File: config.mk
export PLATFORM = sky130hd
export DESIGN_NAME = pipe_hazard_ctrl_flat
export DESIGN_NICKNAME = d
export VERILOG_FILES = /design/src/rtl/pipe_hazard_ctrl_pkg.sv /design/src/rtl/pipe_hazard_ctrl_if.sv /design/src/rtl/pipe_hazard_ctrl_mem_wait_timer.sv /design/src/rtl/pipe_hazard_ctrl.sv /design/src/flat_wrapper.sv
export SDC_FILE = /design/constraint.sdc
export NUM_CORES = 1
export LEC_CHECK = 0
export CAP_MARGIN = 30
export CORE_MARGIN = 4
export CORE_UTILIZATION = 42
export DETAILED_ROUTE_END_ITERATION = 10
export GPL_TIMING_DRIVEN = 0
export HOLD_SLACK_MARGIN = 0.05
export PLACE_DENSITY = 0.94
export REMOVE_ABC_BUFFERS = 1
export SLEW_MARGIN = 20
export SYNTH_ARGS = -nofsm -noshare
export SYNTH_HDL_FRONTEND = slang
export SYNTH_SLANG_ARGS = --single-unit
File: constraint.sdc
create_clock -name clk -period 3.05 [get_ports clk]
set_clock_uncertainty 0.2 [all_clocks]
set_input_delay 0.61 -clock clk [delete_from_list [all_inputs] [get_ports clk]]
set_output_delay 0.61 -clock clk [all_outputs]
set_load 0.02 [all_outputs]
File: src/rtl/pipe_hazard_ctrl_pkg.sv
`default_nettype none
// ============================================================================
//  Module   : pipe_hazard_ctrl_pkg
//  Purpose  : Shared state encoding, exception cause codes and vector for the
//             5-stage pipeline stall/flush sequencer.
//  Revision : 1.0  initial release
// ============================================================================
package pipe_hazard_ctrl_pkg;

   typedef enum logic [1:0] {
      RUN      = 2'd0,
      MEM_WAIT = 2'd1,
      EXC      = 2'd2
   } state_t;

   // Same encoding as the cause field carried in EX/MEM.
   localparam logic [1:0] CAUSE_NONE   = 2'b00;
   localparam logic [1:0] CAUSE_IRQ    = 2'b01;
   localparam logic [1:0] CAUSE_UNDEF  = 2'b10;
   localparam logic [1:0] CAUSE_BUSERR = 2'b11;

   localparam logic [31:0] EXC_VECTOR = 32'h4000_0010;

   function automatic logic load_use_hit(
      input logic       memrd,
      input logic [4:0] rf,
      input logic [4:0] rs,
      input logic [4:0] rt
   );
      return memrd && (rf != 5'd0) && ((rf == rs) || (rf == rt));
   endfunction

endpackage
`default_nettype wire

File: src/rtl/pipe_hazard_ctrl_if.sv
`default_nettype none
// ============================================================================
//  Module   : pipe_hazard_ctrl_if
//  Purpose  : Pipeline status in / stall-flush controls out for the hazard
//             sequencer. master = CPU datapath side, slave = sequencer side.
//  Revision : 1.0  initial release
// ============================================================================
interface pipe_hazard_ctrl_if;

   logic [4:0] id_rs;
   logic [4:0] id_rt;
   logic       idex_MemRd;
   logic [4:0] idex_Rf;
   logic       id_jump;
   logic       ex_branch_taken;
   logic       id_eret;
   logic       exmem_MemRd;
   logic       exmem_MemWr;
   logic       mem_ready;
   logic       irq;
   logic       id_undef;

   logic       pc_hold;
   logic       ifid_hold;
   logic       ifid_flush;
   logic       idex_flush;
   logic       exmem_hold;
   logic       ex_wr;
   logic [1:0] ex_ano;
   logic       in_kernel;

   modport master (
      output id_rs, id_rt, idex_MemRd, idex_Rf, id_jump, ex_branch_taken,
             id_eret, exmem_MemRd, exmem_MemWr, mem_ready, irq, id_undef,
      input  pc_hold, ifid_hold, ifid_flush, idex_flush, exmem_hold,
             ex_wr, ex_ano, in_kernel
   );

   modport slave (
      input  id_rs, id_rt, idex_MemRd, idex_Rf, id_jump, ex_branch_taken,
             id_eret, exmem_MemRd, exmem_MemWr, mem_ready, irq, id_undef,
      output pc_hold, ifid_hold, ifid_flush, idex_flush, exmem_hold,
             ex_wr, ex_ano, in_kernel
   );

endinterface
`default_nettype wire

File: src/rtl/pipe_hazard_ctrl_mem_wait_timer.sv
`default_nettype none
// ============================================================================
//  Module   : mem_wait_timer
//  Purpose  : Counts data-memory wait cycles; flags when MEM_TIMEOUT is reached.
//  Revision : 1.0  initial release
// ============================================================================
module mem_wait_timer #(
   parameter int MEM_TIMEOUT = 16,
   parameter int TO_W        = 5
) (
   input  logic clk,
   input  logic reset,
   input  logic start,
   input  logic advance,
   input  logic clear,
   output logic expired
);

   logic [TO_W-1:0] count_q;
   logic [TO_W-1:0] count_d;

   always_comb begin
      count_d = count_q;
      if (clear) begin
         count_d = '0;
      end else if (start) begin
         count_d = TO_W'(1);
      end else if (advance) begin
         count_d = count_q + TO_W'(1);
      end
   end

   always_ff @(posedge clk or posedge reset) begin
      if (reset) begin
         count_q <= '0;
      end else begin
         count_q <= count_d;
      end
   end

   assign expired = (count_q == TO_W'(MEM_TIMEOUT));

endmodule
`default_nettype wire

File: src/rtl/pipe_hazard_ctrl.sv
`default_nettype none
// ============================================================================
//  Module   : pipe_hazard_ctrl
//  Purpose  : Stall/flush sequencer for the 5-stage pipeline: load-use, branch,
//             jump, memory wait with timeout, exception entry and kernel mask.
//             Optional macro PIPE_PERF_CNT_EN adds stall/flush event counters.
//  Revision : 1.0  initial release
// ============================================================================
module pipe_hazard_ctrl
   import pipe_hazard_ctrl_pkg::*;
#(
   parameter int MEM_TIMEOUT = 16,
   parameter int TO_W        = 5,
   parameter int PERF_W      = 32
) (
   input  logic                clk,
   input  logic                reset,
   pipe_hazard_ctrl_if.slave   bus
`ifdef PIPE_PERF_CNT_EN
   ,
   output logic [PERF_W-1:0]   stall_cycles,
   output logic [PERF_W-1:0]   flush_events
`endif
);

   if ((MEM_TIMEOUT < 1) || ((1 << TO_W) <= MEM_TIMEOUT) || (PERF_W < 1)) begin : g_bad_params
      $error("pipe_hazard_ctrl: MEM_TIMEOUT/TO_W/PERF_W out of range");
   end

   state_t     state_q;
   state_t     state_d;
   logic       in_kernel_q;
   logic       in_kernel_d;

   logic       timer_start;
   logic       timer_advance;
   logic       timer_clear;
   logic       timer_expired;

   logic       mem_busy;
   logic       load_use;
   logic [1:0] exc_cause;
   logic       run_decide;
   logic       freeze;
   logic       take;
   logic [1:0] take_cause;

   logic       pc_hold;
   logic       ifid_hold_raw;
   logic       ifid_hold;
   logic       ifid_flush;
   logic       idex_flush;
   logic       exmem_hold;
   logic       ex_wr;
   logic [1:0] ex_ano;

   mem_wait_timer #(
      .MEM_TIMEOUT (MEM_TIMEOUT),
      .TO_W        (TO_W)
   ) u_mem_wait_timer (
      .clk     (clk),
      .reset   (reset),
      .start   (timer_start),
      .advance (timer_advance),
      .clear   (timer_clear),
      .expired (timer_expired)
   );

   always_comb begin
      mem_busy  = (bus.exmem_MemRd | bus.exmem_MemWr) & ~bus.mem_ready;
      load_use  = load_use_hit(bus.idex_MemRd, bus.idex_Rf, bus.id_rs, bus.id_rt);
      exc_cause = bus.id_undef                 ? CAUSE_UNDEF :
                  (bus.irq & ~in_kernel_q)     ? CAUSE_IRQ   : CAUSE_NONE;
   end

   always_comb begin
      state_d       = RUN;
      in_kernel_d   = in_kernel_q;
      timer_start   = 1'b0;
      timer_advance = 1'b0;
      timer_clear   = 1'b0;
      run_decide    = 1'b0;
      freeze        = 1'b0;
      take          = 1'b0;
      take_cause    = CAUSE_NONE;
      pc_hold       = 1'b0;
      ifid_hold_raw = 1'b0;
      ifid_hold     = 1'b0;
      ifid_flush    = 1'b0;
      idex_flush    = 1'b0;
      exmem_hold    = 1'b0;
      ex_wr         = 1'b0;
      ex_ano        = CAUSE_NONE;

      unique case (state_q)
         RUN: begin
            run_decide = 1'b1;
         end
         MEM_WAIT: begin
            if (bus.mem_ready) begin
               // Access done: the pipeline advances this cycle, so decode as in RUN.
               timer_clear = 1'b1;
               run_decide  = 1'b1;
            end else if (timer_expired) begin
               timer_clear = 1'b1;
               take        = 1'b1;
               take_cause  = CAUSE_BUSERR;
            end else begin
               freeze        = 1'b1;
               timer_advance = 1'b1;
               state_d       = MEM_WAIT;
            end
         end
         EXC: begin
            state_d = RUN;
         end
         default: begin
            state_d = RUN;
         end
      endcase

      if (run_decide) begin
         if (mem_busy) begin
            freeze      = 1'b1;
            timer_start = 1'b1;
            state_d     = MEM_WAIT;
         end else if (exc_cause != CAUSE_NONE) begin
            take       = 1'b1;
            take_cause = exc_cause;
         end else if (bus.ex_branch_taken) begin
            ifid_flush = 1'b1;
            idex_flush = 1'b1;
         end else if (bus.id_jump) begin
            ifid_flush = 1'b1;
         end else if (load_use) begin
            pc_hold       = 1'b1;
            ifid_hold_raw = 1'b1;
            idex_flush    = 1'b1;
         end else if (bus.id_eret) begin
            in_kernel_d = 1'b0;
         end
      end

      // ID/EX is frozen through pc_hold gating, so no bubble is injected here.
      if (freeze) begin
         pc_hold       = 1'b1;
         ifid_hold_raw = 1'b1;
         exmem_hold    = 1'b1;
      end

      if (take) begin
         ex_wr       = 1'b1;
         ex_ano      = take_cause;
         ifid_flush  = 1'b1;
         idex_flush  = 1'b1;
         in_kernel_d = 1'b1;
         state_d     = EXC;
      end

      ifid_hold = ifid_hold_raw & ~ifid_flush;

      // Outputs are forced quiet for the whole (asynchronous) reset window.
      if (reset) begin
         pc_hold    = 1'b0;
         ifid_hold  = 1'b0;
         ifid_flush = 1'b0;
         idex_flush = 1'b0;
         exmem_hold = 1'b0;
         ex_wr      = 1'b0;
         ex_ano     = CAUSE_NONE;
      end
   end

   always_ff @(posedge clk or posedge reset) begin
      if (reset) begin
         state_q     <= RUN;
         in_kernel_q <= 1'b0;
      end else begin
         state_q     <= state_d;
         in_kernel_q <= in_kernel_d;
      end
   end

   assign bus.pc_hold    = pc_hold;
   assign bus.ifid_hold  = ifid_hold;
   assign bus.ifid_flush = ifid_flush;
   assign bus.idex_flush = idex_flush;
   assign bus.exmem_hold = exmem_hold;
   assign bus.ex_wr      = ex_wr;
   assign bus.ex_ano     = ex_ano;
   assign bus.in_kernel  = in_kernel_q;

`ifdef PIPE_PERF_CNT_EN
   logic [PERF_W-1:0] stall_cycles_q;
   logic [PERF_W-1:0] stall_cycles_d;
   logic [PERF_W-1:0] flush_events_q;
   logic [PERF_W-1:0] flush_events_d;

   always_comb begin
      stall_cycles_d = stall_cycles_q + PERF_W'(pc_hold);
      flush_events_d = flush_events_q + PERF_W'(ifid_flush);
   end

   always_ff @(posedge clk or posedge reset) begin
      if (reset) begin
         stall_cycles_q <= '0;
         flush_events_q <= '0;
      end else begin
         stall_cycles_q <= stall_cycles_d;
         flush_events_q <= flush_events_d;
      end
   end

   assign stall_cycles = stall_cycles_q;
   assign flush_events = flush_events_q;
`endif

endmodule
`default_nettype wire

File: src/flat_wrapper.sv
// flat-port wrapper written by rule: the top's interface ports become plain ports
module pipe_hazard_ctrl_flat import pipe_hazard_ctrl_pkg::*;
#(
   parameter int MEM_TIMEOUT = 16,
   parameter int TO_W        = 5,
   parameter int PERF_W      = 32
)
  (clk, reset, bus_id_rs, bus_id_rt, bus_idex_MemRd, bus_idex_Rf, bus_id_jump, bus_ex_branch_taken, bus_id_eret, bus_exmem_MemRd, bus_exmem_MemWr, bus_mem_ready, bus_irq, bus_id_undef, bus_pc_hold, bus_ifid_hold, bus_ifid_flush, bus_idex_flush, bus_exmem_hold, bus_ex_wr, bus_ex_ano, bus_in_kernel);
  pipe_hazard_ctrl_if bus_i ();
  input  logic clk;
  input  logic reset;
  input wire logic [$bits(bus_i.id_rs)-1:0] bus_id_rs;
  input wire logic [$bits(bus_i.id_rt)-1:0] bus_id_rt;
  input wire logic [$bits(bus_i.idex_MemRd)-1:0] bus_idex_MemRd;
  input wire logic [$bits(bus_i.idex_Rf)-1:0] bus_idex_Rf;
  input wire logic [$bits(bus_i.id_jump)-1:0] bus_id_jump;
  input wire logic [$bits(bus_i.ex_branch_taken)-1:0] bus_ex_branch_taken;
  input wire logic [$bits(bus_i.id_eret)-1:0] bus_id_eret;
  input wire logic [$bits(bus_i.exmem_MemRd)-1:0] bus_exmem_MemRd;
  input wire logic [$bits(bus_i.exmem_MemWr)-1:0] bus_exmem_MemWr;
  input wire logic [$bits(bus_i.mem_ready)-1:0] bus_mem_ready;
  input wire logic [$bits(bus_i.irq)-1:0] bus_irq;
  input wire logic [$bits(bus_i.id_undef)-1:0] bus_id_undef;
  output wire logic [$bits(bus_i.pc_hold)-1:0] bus_pc_hold;
  output wire logic [$bits(bus_i.ifid_hold)-1:0] bus_ifid_hold;
  output wire logic [$bits(bus_i.ifid_flush)-1:0] bus_ifid_flush;
  output wire logic [$bits(bus_i.idex_flush)-1:0] bus_idex_flush;
  output wire logic [$bits(bus_i.exmem_hold)-1:0] bus_exmem_hold;
  output wire logic [$bits(bus_i.ex_wr)-1:0] bus_ex_wr;
  output wire logic [$bits(bus_i.ex_ano)-1:0] bus_ex_ano;
  output wire logic [$bits(bus_i.in_kernel)-1:0] bus_in_kernel;
  assign bus_i.id_rs = bus_id_rs;
  assign bus_i.id_rt = bus_id_rt;
  assign bus_i.idex_MemRd = bus_idex_MemRd;
  assign bus_i.idex_Rf = bus_idex_Rf;
  assign bus_i.id_jump = bus_id_jump;
  assign bus_i.ex_branch_taken = bus_ex_branch_taken;
  assign bus_i.id_eret = bus_id_eret;
  assign bus_i.exmem_MemRd = bus_exmem_MemRd;
  assign bus_i.exmem_MemWr = bus_exmem_MemWr;
  assign bus_i.mem_ready = bus_mem_ready;
  assign bus_i.irq = bus_irq;
  assign bus_i.id_undef = bus_id_undef;
  assign bus_pc_hold = bus_i.pc_hold;
  assign bus_ifid_hold = bus_i.ifid_hold;
  assign bus_ifid_flush = bus_i.ifid_flush;
  assign bus_idex_flush = bus_i.idex_flush;
  assign bus_exmem_hold = bus_i.exmem_hold;
  assign bus_ex_wr = bus_i.ex_wr;
  assign bus_ex_ano = bus_i.ex_ano;
  assign bus_in_kernel = bus_i.in_kernel;
  pipe_hazard_ctrl #(.MEM_TIMEOUT(MEM_TIMEOUT), .TO_W(TO_W), .PERF_W(PERF_W)) u_core (.clk(clk), .reset(reset), .bus(bus_i));
endmodule
# Word level (Yosys, flattened, before mapping)
# Cells that the tools add are included.
classes:
  n_eq_ne: 9
  mux: 70
  bitwise_logic: 7
  n_reduce_logical: 10
  n_addsub: 1
ops:
  columns: ["cell", "count"]
  rows:
  - ["two-way mux 1 bit", 52]
  - ["two-way mux 2 bit", 14]
  - ["two-way mux 5 bit", 3]
  - ["== test 5 bit", 2]
  - ["AND reduction 7 bit", 1]
  - ["!= test 2 x 1 -> 1 bit (second input constant)", 3]
  - ["nonzero test 2 bit", 3]
  - ["adder 5 x 1 -> 5 bit (second input constant)", 1]
  - ["== test 5 bit (second input constant)", 1]
  - ["nonzero test 5 bit", 1]
  - ["!= test 2 bit (second input constant)", 2]
  - ["bitwise AND 1 bit", 3]
  - ["inverter 1 bit", 3]
  - ["nonzero test 3 bit", 1]
  - ["== test 2 x 1 -> 1 bit (second input constant)", 1]
  - ["logical AND 1 bit", 2]
  - ["zero test 2 bit", 1]
  - ["case mux 1 bit (2 select lines)", 1]
  - ["logical OR 1 bit", 1]
  - ["bitwise OR 1 bit", 1]
totals:
  in_bits: 26
  reg_bits: 8
  output_inout_bits: 9
  wordCells: 100

# Depth between registers and ports, before layout
# Gate-level depths: netlist of run 1.
depth:
  word_depth: 12
  mapped_depth: 7
  depth_no_buf: 7

# By module
# Synthesis of run 1 repeated with hierarchy kept, for this count alone.
hier_totals:
  cells_unflattened: 93
  area_unflattened_um2: 773.2
modules_own_cells:
  columns: ["mod", "seq_area_each_um2", "n_inst", "area_each_um2", "cells_each"]
  rows:
  - ["pipe_hazard_ctrl", 75.1, 1, 475.5, 63]
  - ["mem_wait_timer", 125.1, 1, 297.8, 30]

# Worst setup path after synthesis of run 1
# No wires, ideal clock.
synth_path:
  path_kind: "input to output"
  startpoint: "input bus_mem_ready"
  endpoint: "output bus_ifid_hold"
  stages: 5
  n_path_buf: 0
  arrival_time_ns: 1.919
  setup_slack_ns: 0.321
  required_time_ns: 2.240
  path_cell_list: "inv_2 > o21ai_1 > or3_2 > a21oi_1 > o21bai_1"
synth_via:
  elab_chain_len: 9
synth_lines:
  columns: ["item", "line", "source"]
  rows:
  - ["from (decl)", "flat_wrapper.sv:21", "input wire logic [$bits(bus_i.mem_ready)-1:0] bus_mem_ready;"]
  - ["two-way mux 1 bit", "pipe_hazard_ctrl.sv:100", "if (bus.mem_ready) begin"]
  - ["two-way mux 1 bit", "pipe_hazard_ctrl.sv:95", "unique case (state_q)"]
  - ["two-way mux 1 bit", "pipe_hazard_ctrl.sv:127", "end else if (exc_cause != CAUSE_NONE) begin"]
  - ["two-way mux 1 bit", "pipe_hazard_ctrl.sv:123", "if (mem_busy) begin"]
  - ["two-way mux 1 bit", "pipe_hazard_ctrl.sv:122", "if (run_decide) begin"]
  - ["two-way mux 1 bit", "pipe_hazard_ctrl.sv:151", "if (take) begin"]
  - ["inverter 1 bit", "pipe_hazard_ctrl.sv:160", "ifid_hold = ifid_hold_raw & ~ifid_flush;"]
  - ["bitwise AND 1 bit *", "pipe_hazard_ctrl.sv:160", null]
  - ["two-way mux 1 bit *", "pipe_hazard_ctrl.sv:163", "if (reset) begin"]
  - ["to (decl)", "flat_wrapper.sv:25", "output wire logic [$bits(bus_i.ifid_hold)-1:0] bus_ifid_hold;"]
# Mark *: on every way between the ends. The rest lies on a longest branch, timed or not.

# Final worst setup path of run 1
layout_path:
  startpoint: "input bus_idex_Rf[1]"
  endpoint: "output bus_idex_flush"
layout_via:
  elab_chain_len: 11
layout_lines:
  columns: ["item", "line", "source"]
  rows:
  - ["from (decl)", "flat_wrapper.sv:15", "input wire logic [$bits(bus_i.idex_Rf)-1:0] bus_idex_Rf;"]
  - ["== test 5 bit or nonzero test 5 bit (tied branches)", "pipe_hazard_ctrl_pkg.sv:30", "return memrd && (rf != 5'd0) && ((rf == rs) || (rf == rt));"]
  - ["logical OR 1 bit or logical AND 1 bit (tied branches)", "pipe_hazard_ctrl_pkg.sv:30", null]
  - ["logical AND 1 bit *", "pipe_hazard_ctrl_pkg.sv:30", null]
  - ["two-way mux 1 bit *", "pipe_hazard_ctrl.sv:135", "end else if (load_use) begin"]
  - ["two-way mux 1 bit *", "pipe_hazard_ctrl.sv:133", "end else if (bus.id_jump) begin"]
  - ["two-way mux 1 bit *", "pipe_hazard_ctrl.sv:130", "end else if (bus.ex_branch_taken) begin"]
  - ["two-way mux 1 bit *", "pipe_hazard_ctrl.sv:127", null]
  - ["two-way mux 1 bit *", "pipe_hazard_ctrl.sv:123", null]
  - ["two-way mux 1 bit *", "pipe_hazard_ctrl.sv:122", null]
  - ["two-way mux 1 bit *", "pipe_hazard_ctrl.sv:151", null]
  - ["two-way mux 1 bit *", "pipe_hazard_ctrl.sv:163", null]
  - ["to (decl)", "flat_wrapper.sv:27", "output wire logic [$bits(bus_i.idex_flush)-1:0] bus_idex_flush;"]
# Marks and branches as above.

==> results.txt, run 1 <==
* Number of enable-type register cells in the synthesized netlist: 0
* Critical Path Sink Type: output port
- Power density over cell area: 350 nW/um^2
- The signal on the critical path passes through clkdlybuf4s50_1, or4_1, o221ai_4, o211ai_1, buf_4.
- Share of synthesized area occupied by flip-flops and latches: 0.281
- In this run the worst path has a maximum fanout of 4.
- At the worst endpoint, the required time is 2.24 ns.
- DRC Markers: 0
- Classification of the worst setup path: in2out
- Of the total power, combinational logic draws 0.481.
- Total count of max-transition violations in the final report: 0
* Adder-cell share of the synthesized area: 0.0351
- Top cells by area, synth: dfrtp_1 28%, xnor2_1 8.6%, xor2_1 4.9%
- The floorplan step defined a core boundary enclosing about 1600 um^2.
- Ys flop type: dfrtp_1
- For the worst setup path, the data arrival time is about 2.2 ns.
- The share of total power dissipated in sequential elements is 0.336.
* Layout Utilization: 0.779
- Reported net switching power: 154 uW
* First-iteration detailed-routing DRC count: 35
- The compound-cell area share of the yosys netlist is 0.209.
* Total number of H-tree levels: 1
- The tightest min-delay check is of the reg2reg type.
* Detailed-router iteration count before antenna repair: 4
* Count of nets after finishing: ~160
* Measured slew at the worst slew-check pin: 0.450 ns
* Overall fraction of global-route tracks in use: 0.211
* Sw Share: 0.361
* Global-route congestion overflow total: 0
- The synthesized netlist contains 34 unique library cells.
- The number of placed instances, taps included, is 137.
- In the final routed layout, each cell accounts on average for 19.0 um.
* RSZ-0062 raised after global routing: false
- The floorplan has 14 rows.
- The Yosys step of the flow raised 0 warnings.
- Clock-pin slew was measured on the worst setup and hold paths at roughly 0.050 ns.
* Non-Filler Cell Area, Final: approximately 1200 um^2
- The detail route stage leaves a number of antenna-violating nets equal to 0.
- Cell taking the most area after synthesis: dfrtp_1
- WL final: around 2.8 mm
* Clock tree root driver cell: clkbuf_4
* Via count of the first global-routing pass: roughly 900
* Cell area after placement: approximately 1100 um^2
* Sum of internal, switching and leakage power: about 430 uW
- The initial antenna violation count is 0.
- The worst hold path begins at u_core.u_mem_wait_timer.count_q[0].
- In this run the worst setup path begins at bus_idex_Rf[1].
* Fraction of layout cells with a size suffix above 1: 0.234
- The most common cell in the synthesized netlist is dfrtp_1.
* Dominant combinational cell family by area after synthesis: simple AND/OR/NAND/NOR gates
* Buffers added on ports: 34
- The final-report hold violation count is 0.
- Die height: roughly 50 um
- GPL Wtd Cong: between 0.8 and 0.9
- In the routed layout, each cell is associated on average with a via count of between 6 and 7.
- Final critical-path required period: 2.99 ns
- Num Clock Sinks: 8
- Synthesis handed over a netlist of 88 instances.
- Leakage power: 0.544 nW
- Achievable frequency: ~0.33 GHz
- From left edge to right edge, the die measures about 49 um.
- The mapped netlist covers approximately 710 um^2.
- Entering global routing, the biggest net connects 11 pins.
- Clock Power Share: 0.183
- Pin placement for this block handled 35 I/O pins.
- Summed over all nets, the half-perimeter wirelength after detailed placement is 1.87 mm.
- Effective utilization at floorplan: 0.457
- Share of the clock period used by the worst path after layout: 0.981
* Reg2Reg Launch Point: u_core.state_q[0]
* Clock tree from TritonCTS: done
- Cell type of the slowest stage on the worst timing path: or4_1
- Simple-gate share of the synthesized area: 0.282
- Clk Latency, worst-skew pair: 0.25 ns
* Average instance area after synthesis: 8.10 um^2
- The worst register-to-register path has a setup slack of a little under 0.9 ns.
* Wire length of the first global-routing pass: 3.96 mm
* Non-filler cells in the finished layout: approximately 150
- Headroom to the max-slew limit came out at 0.699.
- Fraction of registers with async set or reset after synthesis: 1.00
* Number of vias after detailed routing: ~900
- Proportion of netlist area held by the largest area contributor: 0.281
- Area grow syn2layout: 70.4%
- IR analysis of the VDD net gives a maximum drop of between 0.3 and 0.4 mV.
* Status: finished clean
- Internal Pwr Total: 272 uW
- Fill cells: 88
* Number of synthesized register bits: 8
- Highest cell delay on the worst timing path: around 0.6 ns
- Startpoint types: input pin
- Worst-case clock buffer depth: 2
- Multiplexer area fraction after synthesis: 0
- XOR/XNOR share of the synthesized area: 0.135
- Setup violations remaining at the end of the flow were counted as 0.
- By count the netlist is led by 8 x dfrtp_1, 7 x inv_1, 7 x xnor2_1.
- Overall die area: around 2400 um^2
- Clock buffers created by TritonCTS: 3
- Number of maximum-capacitance violations: 0
[critical path, delay by kind of cell]
| kind | cells | cell delay, ns |
|---|---|---|
| buf+inv | 2 | 0.65 |
| simple gates | 1 | 0.60 |
| compound gates | 2 | 0.33 |
[logic make-up (layout without fill, tap and decap cells)]
logic type	Yosys count	in the layout
AND/OR/NAND/NOR	35	35
AO/OA/AOI/OAI	23	23
XOR/XNOR	11	11
buffers and inverters	9	49
flip-flops	8	8
adder cells (fa/ha/maj)	2	2
other	0	1
[registers in the layout, summed over array words and instances, names as in the netlist]
| register | flops |
|---|---|
| u_core.u_mem_wait_timer.count_q | 5 |
| u_core.state_q | 2 |
| u_core.bus.in_kernel | 1 |
[path summary, 6_finish.rpt]
| check | to | cells after the start |
|---|---|---|
| max | bus_idex_flush | 5 |
| min | u_core.u_mem_wait_timer.count_q[0] | 2 |
| max reg2reg | u_core.u_mem_wait_timer.count_q[2] | 5 |
| min reg2reg | u_core.u_mem_wait_timer.count_q[0] | 2 |
| max in group asynchronous | u_core.u_mem_wait_timer.count_q[2] | 2 |
| min in group asynchronous | u_core.state_q[1] | 2 |
[power groups by stage]
| stage | Clock, mW | Combinational, mW | Sequential, mW |
|---|---|---|---|
| CTS | 0.0803 | 0.181 | 0.141 |
| global route | 0.0847 | 0.220 | 0.146 |
| finish | 0.0778 | 0.205 | 0.143 |
| global placement | 0 | 0.167 | 0.140 |
| detailed placement | 0 | 0.175 | 0.141 |
| floorplan | 0 | 0.0966 | 0.139 |
[cell type report]
class | instances | area, um^2 | share of cell area
repair buffers | 38 | 362 | 0.298
flip-flops and latches | 8 | 200 | 0.165
clock buffers | 3 | 22.5 | 0.0185
multi-input cells | 71 | 578 | 0.476
diodes | 1 | 2.50 | 0.00206
well taps | 16 | 20.0 | 0.0165
inverters | 8 | 30.0 | 0.0247
[stage by stage]
step / hold slack, ns / setup WS [ns] / setup TNS (ns)
global placement: 0.355 / -0.571 / -3.29
global route: 0.485 / 0.00680 / 0
floorplan: 0.242 / 0.321 / 0
CTS: 0.404 / -0.0123 / -0.0123
detailed placement: 0.386 / -0.627 / -3.92
finish: 0.445 / 0.0569 / 0
[metal layers]
layer	track usage	part of all wire	up-vias
li1	-	-	398
met1	0.245	0.38	432
met2	0.375	0.51	56
met3	0.0459	0.085	9
met4	0.0758	0.025	0
met5	0	0	-
[cells in the final DEF (no fill, tap or decap), types with 2 or more instances in the layout]
cell,n
a22oi_1,4
dfrtp_1,8
nor3_2,2
o21bai_1,2
o21ai_0,4
nand2_1,5
xor2_1,4
ha_1,2
a21oi_4,2
nand3_1,4
clkdlybuf4s50_1,21
xnor2_1,7
a21oi_1,3
dlygate4sd2_1,2
dlymetal6s2s_1,4
nor2_1,6
buf_4,7
buf_2,2
and2_1,2
and3_1,2
inv_1,7
clkbuf_4,3
[timing repair]
item	in CTS	in global routing
resized for setup	36	16
cloned	0	0
hold buffers	0	0
pin swaps	4	6
buffers inserted	1	3
endpoints found under the setup margin	8	8
endpoints found under the hold margin	0	0
Power figures use the tool's default switching activity.
==> run 2: changes to the inputs <==
--- a/config.mk
+++ b/config.mk
@@ -6,5 +6,5 @@
 export NUM_CORES = 1
 export LEC_CHECK = 0
-export CAP_MARGIN = 30
+export CAP_MARGIN = 20
 export CORE_MARGIN = 4
 export CORE_UTILIZATION = 42
==> constraint.sdc (replaced) <==
create_clock -name clk -period 3.05 [get_ports clk]
set_clock_uncertainty 0.2 [all_clocks]
set_input_delay 0.4575 -clock clk [delete_from_list [all_inputs] [get_ports clk]]
set_output_delay 0.4575 -clock clk [all_outputs]
set_load 0.02 [all_outputs]
==> run 2 against run 1 <==
  * Power shrank 5.7%
  * Non-clock buffer count shrank 4
  * Wire length shrank 18%
  * Largest power group unchanged
  * Die area is the same
  * Sequential power is essentially flat
  * Fmax grew 0.64%
  * Global-route usage shrank 2.0 points
  * Cell area shrank 7.5%
  * Sequential share of layout area grew 1.3 points
  * Critical path depth grew 2
  * Hold slack lost 0.059 ns
  * Worst setup slack gained 0.019 ns
==> results.txt, run 2 (synthesized netlist as in run 1, its figures left out) <==
- Status: finished clean
- Die height: 49.2 um (unchanged)
* Overall die area: 2420 um^2 (unchanged)
- The average routed wire per standard cell is 16.1 um (-15%).
* Cell Rows: 14 (unchanged)
- The worst-case register-to-register setup slack was 0.97 ns (+0.10 ns).
* Critical Path Sink Type: output port
- The initial antenna violation count is 0 (unchanged).
- Setup WS pre-CTS: -0.322 ns (+0.305 ns)
- Number of maximum-capacitance violations: 0 (unchanged)
- Hold Violations, Final: 0 (unchanged)
- The count of boundary I/O pins is 35 (unchanged).
- Register with the most flip-flops: u_core.u_mem_wait_timer.count_q
* Achievable frequency: 0.336 GHz (+0.64%)
* Chip width: 49.2 um (unchanged)
* First-iteration detailed-routing DRC count: 32 (-8.6%)
- The final cell count without fillers was 140 (-3.4%).
- Global-route congestion overflow total: 0 (unchanged)
* Share of the clock period used by the worst path after layout: 0.975 (-0.00623)
- The vias per cell is 5.82 (-5.7%).
* Hold buffers post-CTS: 0 (unchanged)
- Clock tree root driver cell: clkbuf_4
* Measured slew at the worst slew-check pin: 0.416 ns (-0.0336 ns)
- Finish-stage setup viols: 0 (unchanged)
- Hold depth: 2 (unchanged)
* Worst-case clock buffer depth: 2 (unchanged)
* Final total negative setup slack: 0 ns (unchanged)
- Startpoint types: input pin
* Crit path buffers/inverters: 3 (+1)
- The number of buffers added on ports is 34 (unchanged).
- Cell type of the slowest stage on the worst timing path: clkdlybuf4s50_1
- TritonCTS built the clock tree.
- Cell Chain, Critical Path: clkdlybuf4s50_1, inv_2, o21ai_1, or3_2, a21oi_2, o21bai_1, clkdlybuf4s15_2
- The flip-flop count of the largest register after layout came to 5 (unchanged).
- The critical path depth in cells is 7 (+2).
* Placeable core area: 1560 um^2 (unchanged)
- DRC Markers: 0 (unchanged)
- Maximum fanout encountered on the critical timing path: 6 (+2)
* Largest net degree at the start of global routing: 11 (unchanged)
- Power density over cell area: 357 nW/um^2 (+1.9%)
* Cell count of the worst reg-to-reg path: 5 (unchanged)
- In this run the worst hold path is classified as reg2reg.
- The total number of nets in the final design came to 154 (-2.5%).
- Worst flop-to-flop path endpoint: u_core.u_mem_wait_timer.count_q[2]
- The number of buffers created by CTS came to 3 (unchanged).
- Most common library cell in the layout ignoring fill and taps: clkdlybuf4s50_1
- The worst stage delay on the critical path is 0.52 ns (-0.08 ns).
- Overall fraction of global-route tracks in use: 0.191 (-0.0198)
- The headroom to the max-slew limit came to 0.720 (+0.0216).
- Setup repair after global routing left no endpoint under its margin.
- Worst Slack Setup Final: 0.0759 ns (+0.0190 ns)
- Reg2Reg Launch Point: u_core.state_q[1]
- The final non-filler cell area was 1120 um^2 (-7.5%).
* Area grow syn2layout: 57.5%
- Commonest cells after routing, fill and taps aside: 27 x clkdlybuf4s50_1, 8 x dfrtp_1, 7 x inv_1, 7 x xnor2_1
- The clock-pin transition on the worst setup and hold timing paths is 0.05 ns (about the same).
- The final-report max-slew violation count was 0 (unchanged).
- Wire length of the first global-routing pass: 3.61 mm (-8.9%)
- Classification of the worst setup path: in2out
- Required time of the worst setup path: 2.39 ns (+0.15 ns)
- The total wire length after detailed routing was 2.25 mm (-18%).
* Total number of H-tree levels: 1 (unchanged)
- The total placed cells including tap cells was 137 (unchanged).
- The final critical delay including setup and external delays came to 2.97 ns (-0.0190 ns).
* Fraction of layout cells with a size suffix above 1: 0.121 (-0.113)
- The source-to-sink clock delay at the later pin of the worst-skew pair was 0.25 ns (about the same).
- The total inserted antenna cells came to 0 (-1).
- The residual antenna-violating net count after detailed routing is 0 (unchanged).
* Cell type group with the largest total delay on the critical path: buffers and inverters
- The cell area after placement came to 1060 um^2 (unchanged).
* Via count of the first global-routing pass: 828 (-5.8%)
- The weighted congestion at the end of routability-driven global placement came to 0.838 (unchanged).
- Arrival @ worst endpoint: 2.32 ns (+0.14 ns)
- Endpoint of the most critical setup path: bus_pc_hold
- Fill cells: 111 (+26%)
- The total number of vias was 815 (-8.9%).
* Detailed-router iteration count before antenna repair: 5 (+1)
* Maximum vdd ir drop: 0.271 mV (-29%)
* Num Clock Sinks: 8 (unchanged)
- Effective utilization at floorplan: 0.457 (unchanged)
* CP Launch Point: bus_mem_ready
- Detail Placement HPWL: 1.87 mm (unchanged)
- The total leakage power came to 0.486 nW (-11%).
==> run 2: cell count changes in the layout (fill, tap and decap cells not counted), sizes merged <==
cell / previous run / this run
diode: 1 / 0
dlygate4sd2: 2 / 4
dlymetal6s2s: 4 / 1
buf: 9 / 0
clkdlybuf4s50: 21 / 27
==> run 2: worst min path at each step <==
stage | start | endpoint | slack [ns]
3_3_place_gp | u_core.u_mem_wait_timer.count_q[4] | u_core.u_mem_wait_timer.count_q[4] | 0.35
4_1_cts | u_core.bus.in_kernel | u_core.bus.in_kernel | 0.40
5_1_grt | u_core.bus.in_kernel | u_core.bus.in_kernel | 0.43
2_1_floorplan | reset | u_core.bus.in_kernel | 0.09
6_report | u_core.bus.in_kernel | u_core.bus.in_kernel | 0.39
3_5_place_dp | u_core.bus.in_kernel | u_core.bus.in_kernel | 0.39
==> run 2: layer usage <==
| layer | up-vias | share of wire | global-route usage |
|---|---|---|---|
| met1 | 382 | 0.41 | 0.225 |
| met3 | 4 | 0.080 | 0.0398 |
| li1 | 391 | - | - |
| met5 | - | 0 | 0 |
| met2 | 38 | 0.49 | 0.339 |
| met4 | 0 | 0.014 | 0.0664 |
==> run 2: stage by stage <==
step	utilization	hold slack, ns	power [mW]
6_report	0.721	0.387	0.401
5_1_grt	0.721	0.433	0.426
4_1_cts	0.707	0.399	0.396
3_5_place_dp	0.681	0.386	0.316
3_3_place_gp	0.681	0.355	0.307
2_1_floorplan	-	0.0891	0.236
==> run 2: tightest hold or removal path: stages (launching register included) <==
cell     delay (ns)
dfrtp_1        0.37
inv_1          0.08
a22oi_1        0.08
==> run 2: area by class of cell <==
| class | count | area, um^2 | area share |
|---|---|---|---|
| multi-input cells | 71 | 510 | 0.454 |
| inverters | 8 | 30.0 | 0.0267 |
| flip-flops and latches | 8 | 200 | 0.178 |
| well taps | 16 | 20.0 | 0.0178 |
| clock buffers | 3 | 22.5 | 0.0200 |
| repair buffers | 34 | 340 | 0.303 |
==> run 2: power breakdown <==
part,leakage [nW],internal [mW],switching (mW)
combinational,0.371,0.0951,0.0851
clock,0.0138,0.0450,0.0349
sequential,0.102,0.123,0.0186
==> run 2: what timing repair did <==
action / in CTS / in global routing
setup endpoints to repair: 7 / 4
setup buffers: 0 / 0
resized for setup: 13 / 4
==> RTL edit 1, RTL diff (config.mk and constraints of run 1) <==
Re-encode `state_t` (3 states) as one-hot, 3 bits wide.
--- a/src/rtl/pipe_hazard_ctrl_pkg.sv
+++ b/src/rtl/pipe_hazard_ctrl_pkg.sv
@@ -7,10 +7,10 @@
 // ============================================================================
 package pipe_hazard_ctrl_pkg;
 
-   typedef enum logic [1:0] {
-      RUN      = 2'd0,
-      MEM_WAIT = 2'd1,
-      EXC      = 2'd2
+   typedef enum logic [2:0] {
+      RUN      = 3'b001,
+      MEM_WAIT = 3'b010,
+      EXC      = 3'b100
    } state_t;
 
    // Same encoding as the cause field carried in EX/MEM.
Formal check against the unedited RTL: same outputs for any inputs over 10 cycles, from zero or initial values and one cycle with reset high; not proved beyond that.
==> RTL edit 1 against run 1 <==
- count of clock-buffer cells in the layout stayed put
- setup slack better by 0.034 ns
- wire length is 3.2% lower
- via count is 2.3% lower
- non-clock buffer count is 1 higher
- sequential cell count is 1 higher
- final cell count is 9.0% higher
- design area is 9.2% higher
- die area is 12% higher
- sequential power is 41% higher
- global-route usage is 2.5 points lower
- total power is 58% higher
- synthesized area is 14% higher
- largest power group unchanged
==> RTL edit 1: results (changes against run 1) <==
\begin{tabular}{lr}
\hline
Metric & Value \\
\hline
\multicolumn{2}{l}{\textbf{Status}} \\
\quad Run status & complete, no violations \\
\multicolumn{2}{l}{\textbf{Global route}} \\
\quad Global router's overall resource usage & 18.64\% (-2.5 points) \\
\quad Wire length of the first global-routing pass & 3684 um (-7.0\%) \\
\quad M3 GR Usage & 3.725\% (-0.86 points) \\
\quad Met2 Usage GRT & 37.45\% (-0.052 points) \\
\quad Maximum number of pins on one net before global-route repair & 13 (+2) \\
\quad Vias in the first global route & 816 (-7.2\%) \\
\multicolumn{2}{l}{\textbf{STA}} \\
\quad Actual slew at the worst max-slew pin & 0.5204 ns (+0.07058 ns) \\
\quad Hold\_ws & 0.3209 ns (-0.1245 ns) \\
\quad Period Utilization, post-route & 97.00\% (-1.1 points) \\
\multicolumn{2}{l}{\textbf{Yosys}} \\
\quad Leading cell types by total area after synthesis & dfrtp\_1, xnor2\_1, xor2\_1, nor2\_1, dfstp\_2 \\
\quad Multiplexer area fraction after synthesis & 2.769\% (+2.8 points) \\
\quad Seq/Total Area, Yosys & 27.85\% (-0.22 points) \\
\multicolumn{2}{l}{\textbf{Min path}} \\
\quad Hold-critical path endpoint & u\_core.u\_mem\_wait\_timer.count\_q[2] \\
\quad Launch instance of the worst min-delay path & u\_core.u\_mem\_wait\_timer.count\_q[2] \\
\quad Worst Hold Path Cells & 1 (-1) \\
\multicolumn{2}{l}{\textbf{Setup path}} \\
\quad Worst reg2reg setup slack & 1.10 ns (+0.23 ns) \\
\quad Worst-case reg-to-reg path depth & 7 (+2) \\
\quad CP max stage delay & 0.47 ns (-0.13 ns) \\
\quad Worst Setup EP & bus\_ex\_ano[0] \\
\multicolumn{2}{l}{\textbf{Drt}} \\
\quad Routed wl met2 & 1502 um (+7.2\%) \\
\quad Total number of vias & 874 (-2.3\%) \\
\quad Number of vias per cell after detailed routing & 5.532 (-10\%) \\
\quad Post-detailed-route wirelength per cell & 16.87 um (-11\%) \\
\multicolumn{2}{l}{\textbf{Place}} \\
\quad HPWL after detailed placement & 1869 um (about the same) \\
\quad Post-Place Cells & 149 (+8.8\%) \\
\quad Placed standard-cell area & 1177 um2 (+11\%) \\
\multicolumn{2}{l}{\textbf{Cells and area}} \\
\quad Number of nets in the final layout & 162 (+2.5\%) \\
\quad Share of cells above drive strength 1 & 25.56\% (+2.1 points) \\
\multicolumn{2}{l}{\textbf{Power and ir drop}} \\
\quad Static leakage & 0.6459 nW (+19\%) \\
\hline
\end{tabular}
RTL edit 1: cells by family after synthesis:
group                    after synthesis
adder cells (fa/ha/maj)                2
AND/OR/NAND/NOR                       39
buffers and inverters                  7
XOR/XNOR                              12
flip-flops                             9
multiplexers                           1
AO/OA/AOI/OAI                         21
RTL edit 1: what timing repair did:
action / 4_1_cts / 5_1_grt
buffers inserted: 2 / 3
endpoints found under the setup margin: 8 / 7
pin swaps: 7 / 13
resized for setup: 31 / 24
RTL edit 1: where the power goes:
part	total [mW]	leakage (nW)	switching [mW]	internal, mW
registers	0.202	0.111	0.0490	0.153
clock network	0.0908	0.0177	0.0425	0.0484
logic	0.378	0.517	0.195	0.183
total	0.671	0.646	0.287	0.384
RTL edit 1: area by class of cell:
cell class,count,area [um2]
multi-input cells,75,624.3
fillers,109,456.7
repair buffers,39,390.4
flip-flops and latches,9,226.5
well taps,25,31.28
inverters,6,26.28
clock buffers,3,22.52
clock inverters,1,5.005
==> RTL edit 2, RTL diff (settings of run 1) <==
Without the edit above. `TO_W` is set to 5 in 3 places; all go to 6.
--- a/src/rtl/pipe_hazard_ctrl_mem_wait_timer.sv
+++ b/src/rtl/pipe_hazard_ctrl_mem_wait_timer.sv
@@ -6,7 +6,7 @@
 // ============================================================================
 module mem_wait_timer #(
    parameter int MEM_TIMEOUT = 16,
-   parameter int TO_W        = 5
+   parameter int TO_W        = 6
 ) (
    input  logic clk,
    input  logic reset,
--- a/src/rtl/pipe_hazard_ctrl.sv
+++ b/src/rtl/pipe_hazard_ctrl.sv
@@ -10,7 +10,7 @@
    import pipe_hazard_ctrl_pkg::*;
 #(
    parameter int MEM_TIMEOUT = 16,
-   parameter int TO_W        = 5,
+   parameter int TO_W        = 6,
    parameter int PERF_W      = 32
 ) (
    input  logic                clk,
--- a/src/flat_wrapper.sv
+++ b/src/flat_wrapper.sv
@@ -2,7 +2,7 @@
 module pipe_hazard_ctrl_flat import pipe_hazard_ctrl_pkg::*;
 #(
    parameter int MEM_TIMEOUT = 16,
-   parameter int TO_W        = 5,
+   parameter int TO_W        = 6,
    parameter int PERF_W      = 32
 )
   (clk, reset, bus_id_rs, bus_id_rt, bus_idex_MemRd, bus_idex_Rf, bus_id_jump, bus_ex_branch_taken, bus_id_eret, bus_exmem_MemRd, bus_exmem_MemWr, bus_mem_ready, bus_irq, bus_id_undef, bus_pc_hold, bus_ifid_hold, bus_ifid_flush, bus_idex_flush, bus_exmem_hold, bus_ex_wr, bus_ex_ano, bus_in_kernel);
Behaviour: no difference found for any inputs over 10 cycles, from zero or initial values and one cycle with reset high; that may be too few to reach the edited logic, so the function may still have changed.
==> RTL edit 2 against run 1 <==
- wire length is 7.9% lower
- design area is 5.3% higher
- count of clock-buffer cells in the layout is 1 higher
- setup slack better by 0.0099 ns
- total power is 9.9% higher
- via count is 0.78% higher
- first-iteration DRC count is 69% lower
- die area is 11% higher
- sequential cell count is 1 higher
- sequential power is 13% higher
- synthesized area is 13% higher
==> RTL edit 2: results (changes against run 1) <==
\begin{tabular}{lr}
\hline
Metric & Value \\
\hline
\multicolumn{2}{l}{\textbf{STA}} \\
\quad Hold\_ws & 0.4061 ns (-0.03924 ns) \\
\quad Worst slew margin relative to its limit & 65.32\% (-4.6 points) \\
\multicolumn{2}{l}{\textbf{Yosys}} \\
\quad Post-synthesis cell type count & 33 (-2.9\%) \\
\quad Seq/Total Area, Yosys & 27.95\% (-0.12 points) \\
\multicolumn{2}{l}{\textbf{Drt}} \\
\quad Routed length on met1 & 961 um (-8.1\%) \\
\quad Routed wl met2 & 1463 um (+4.4\%) \\
\quad Highest signal layer in the routed design & met3 \\
\quad Initial detailed-routing violation count & 11 (-69\%) \\
\multicolumn{2}{l}{\textbf{Min path}} \\
\quad Hold-critical path endpoint & u\_core.u\_mem\_wait\_timer.count\_q[4] \\
\quad Launch instance of the worst min-delay path & u\_core.u\_mem\_wait\_timer.count\_q[4] \\
\multicolumn{2}{l}{\textbf{Setup path}} \\
\quad Worst reg2reg setup slack & 1.17 ns (+0.30 ns) \\
\quad Highest fanout seen on the critical path & 3 (-1) \\
\quad Worst-case reg-to-reg path depth & 6 (+1) \\
\quad Startpoint of the worst setup timing path & bus\_idex\_Rf[2] \\
\multicolumn{2}{l}{\textbf{Cells and area}} \\
\quad Number of nets in the final layout & 170 (+7.6\%) \\
\quad Filler cell count in the final layout & 140 (+59\%) \\
\quad Share of cells above drive strength 1 & 21.28\% (-2.2 points) \\
\quad Max reg flops & 6 (+1) \\
\multicolumn{2}{l}{\textbf{Power and ir drop}} \\
\quad Share of power burned in combinational logic & 45.5\% (-2.6 points) \\
\quad Power density over the cells & 366.0 nW/um2 (+4.4\%) \\
\quad Maximum ir drop on the vdd rail & 0.1728 mV (-55\%) \\
\quad NetSw & 0.1779 mW (+16\%) \\
\multicolumn{2}{l}{\textbf{Global route}} \\
\quad Vias in the first global route & 964 (+9.7\%) \\
\quad Maximum number of pins on one net before global-route repair & 10 (-1) \\
\quad Wire length of the first global-routing pass & 4236 um (+7.0\%) \\
\multicolumn{2}{l}{\textbf{Place}} \\
\quad Global placement routability congestion & 0.8310 (-0.87\%) \\
\quad Placed standard-cell area & 1174 um2 (+10\%) \\
\multicolumn{2}{l}{\textbf{Status}} \\
\quad Run status & complete, no violations \\
\hline
\end{tabular}
RTL edit 2: cell count changes after synthesis, moves of 3 or more:
| cell | run 1 | this run |
|---|---|---|
| xnor2_1 | 7 | 4 |
| inv_1 | 7 | 11 |
| xor2_1 | 4 | 10 |
| nor2_1 | 6 | 11 |
RTL edit 2: cells by family (layout without fill, tap and decap cells):
family                     Yosys count  after routing  share of synthesized area (%)
adders and majority gates            2              2                          3.105
DFF                                  9              9                          27.95
xor gates and xnor gates            14             14                          15.22
AOI/OAI and AO/OA                   24             24                          21.43
and+or+nand+nor                     38             38                          25.47
muxes                                1              1                          1.242
buffers and inverters               12             53                          5.590
RTL edit 2: worst min-delay path, delay by kind of cell, from the launching register on:
kind,cells,cell delay (ns)
flip-flops,1,0.40
XOR/XNOR,1,0.09
AND/OR/NAND/NOR,1,0.08
RTL edit 2: layout make-up:
cell class	instances	area (um2)	share of cell area, %
clock buffer	4	26.28	2.055
sequential	9	227.7	17.81
inverter	11	45.04	3.522
tap	25	31.28	2.446
multi-input combinational	79	598.1	46.77
timing repair buffer	38	350.3	27.40
RTL edit 2: stage by stage:
step / setup slack, ns / instances
6_report: 0.06678 / 166
2_1_floorplan: 0.3025 / 99
3_3_place_gp: -0.5805 / 158
4_1_cts: -0.01618 / 165
3_5_place_dp: -0.6785 / 158
5_1_grt: -0.02041 / 166
RTL edit 2: layer usage:
metal	track usage [%]	vias to the layer above
li1	-	440
met1	21.95	434
met2	41.31	28
met3	2.579	0
met4	6.114	0
met5	0	-
RTL edit 2: repair_timing:
item / CTS / global route
setup endpoints to repair: 8 / 7
pin swaps: 5 / 4
setup buffers: 3 / 1
gates resized for setup: 40 / 12
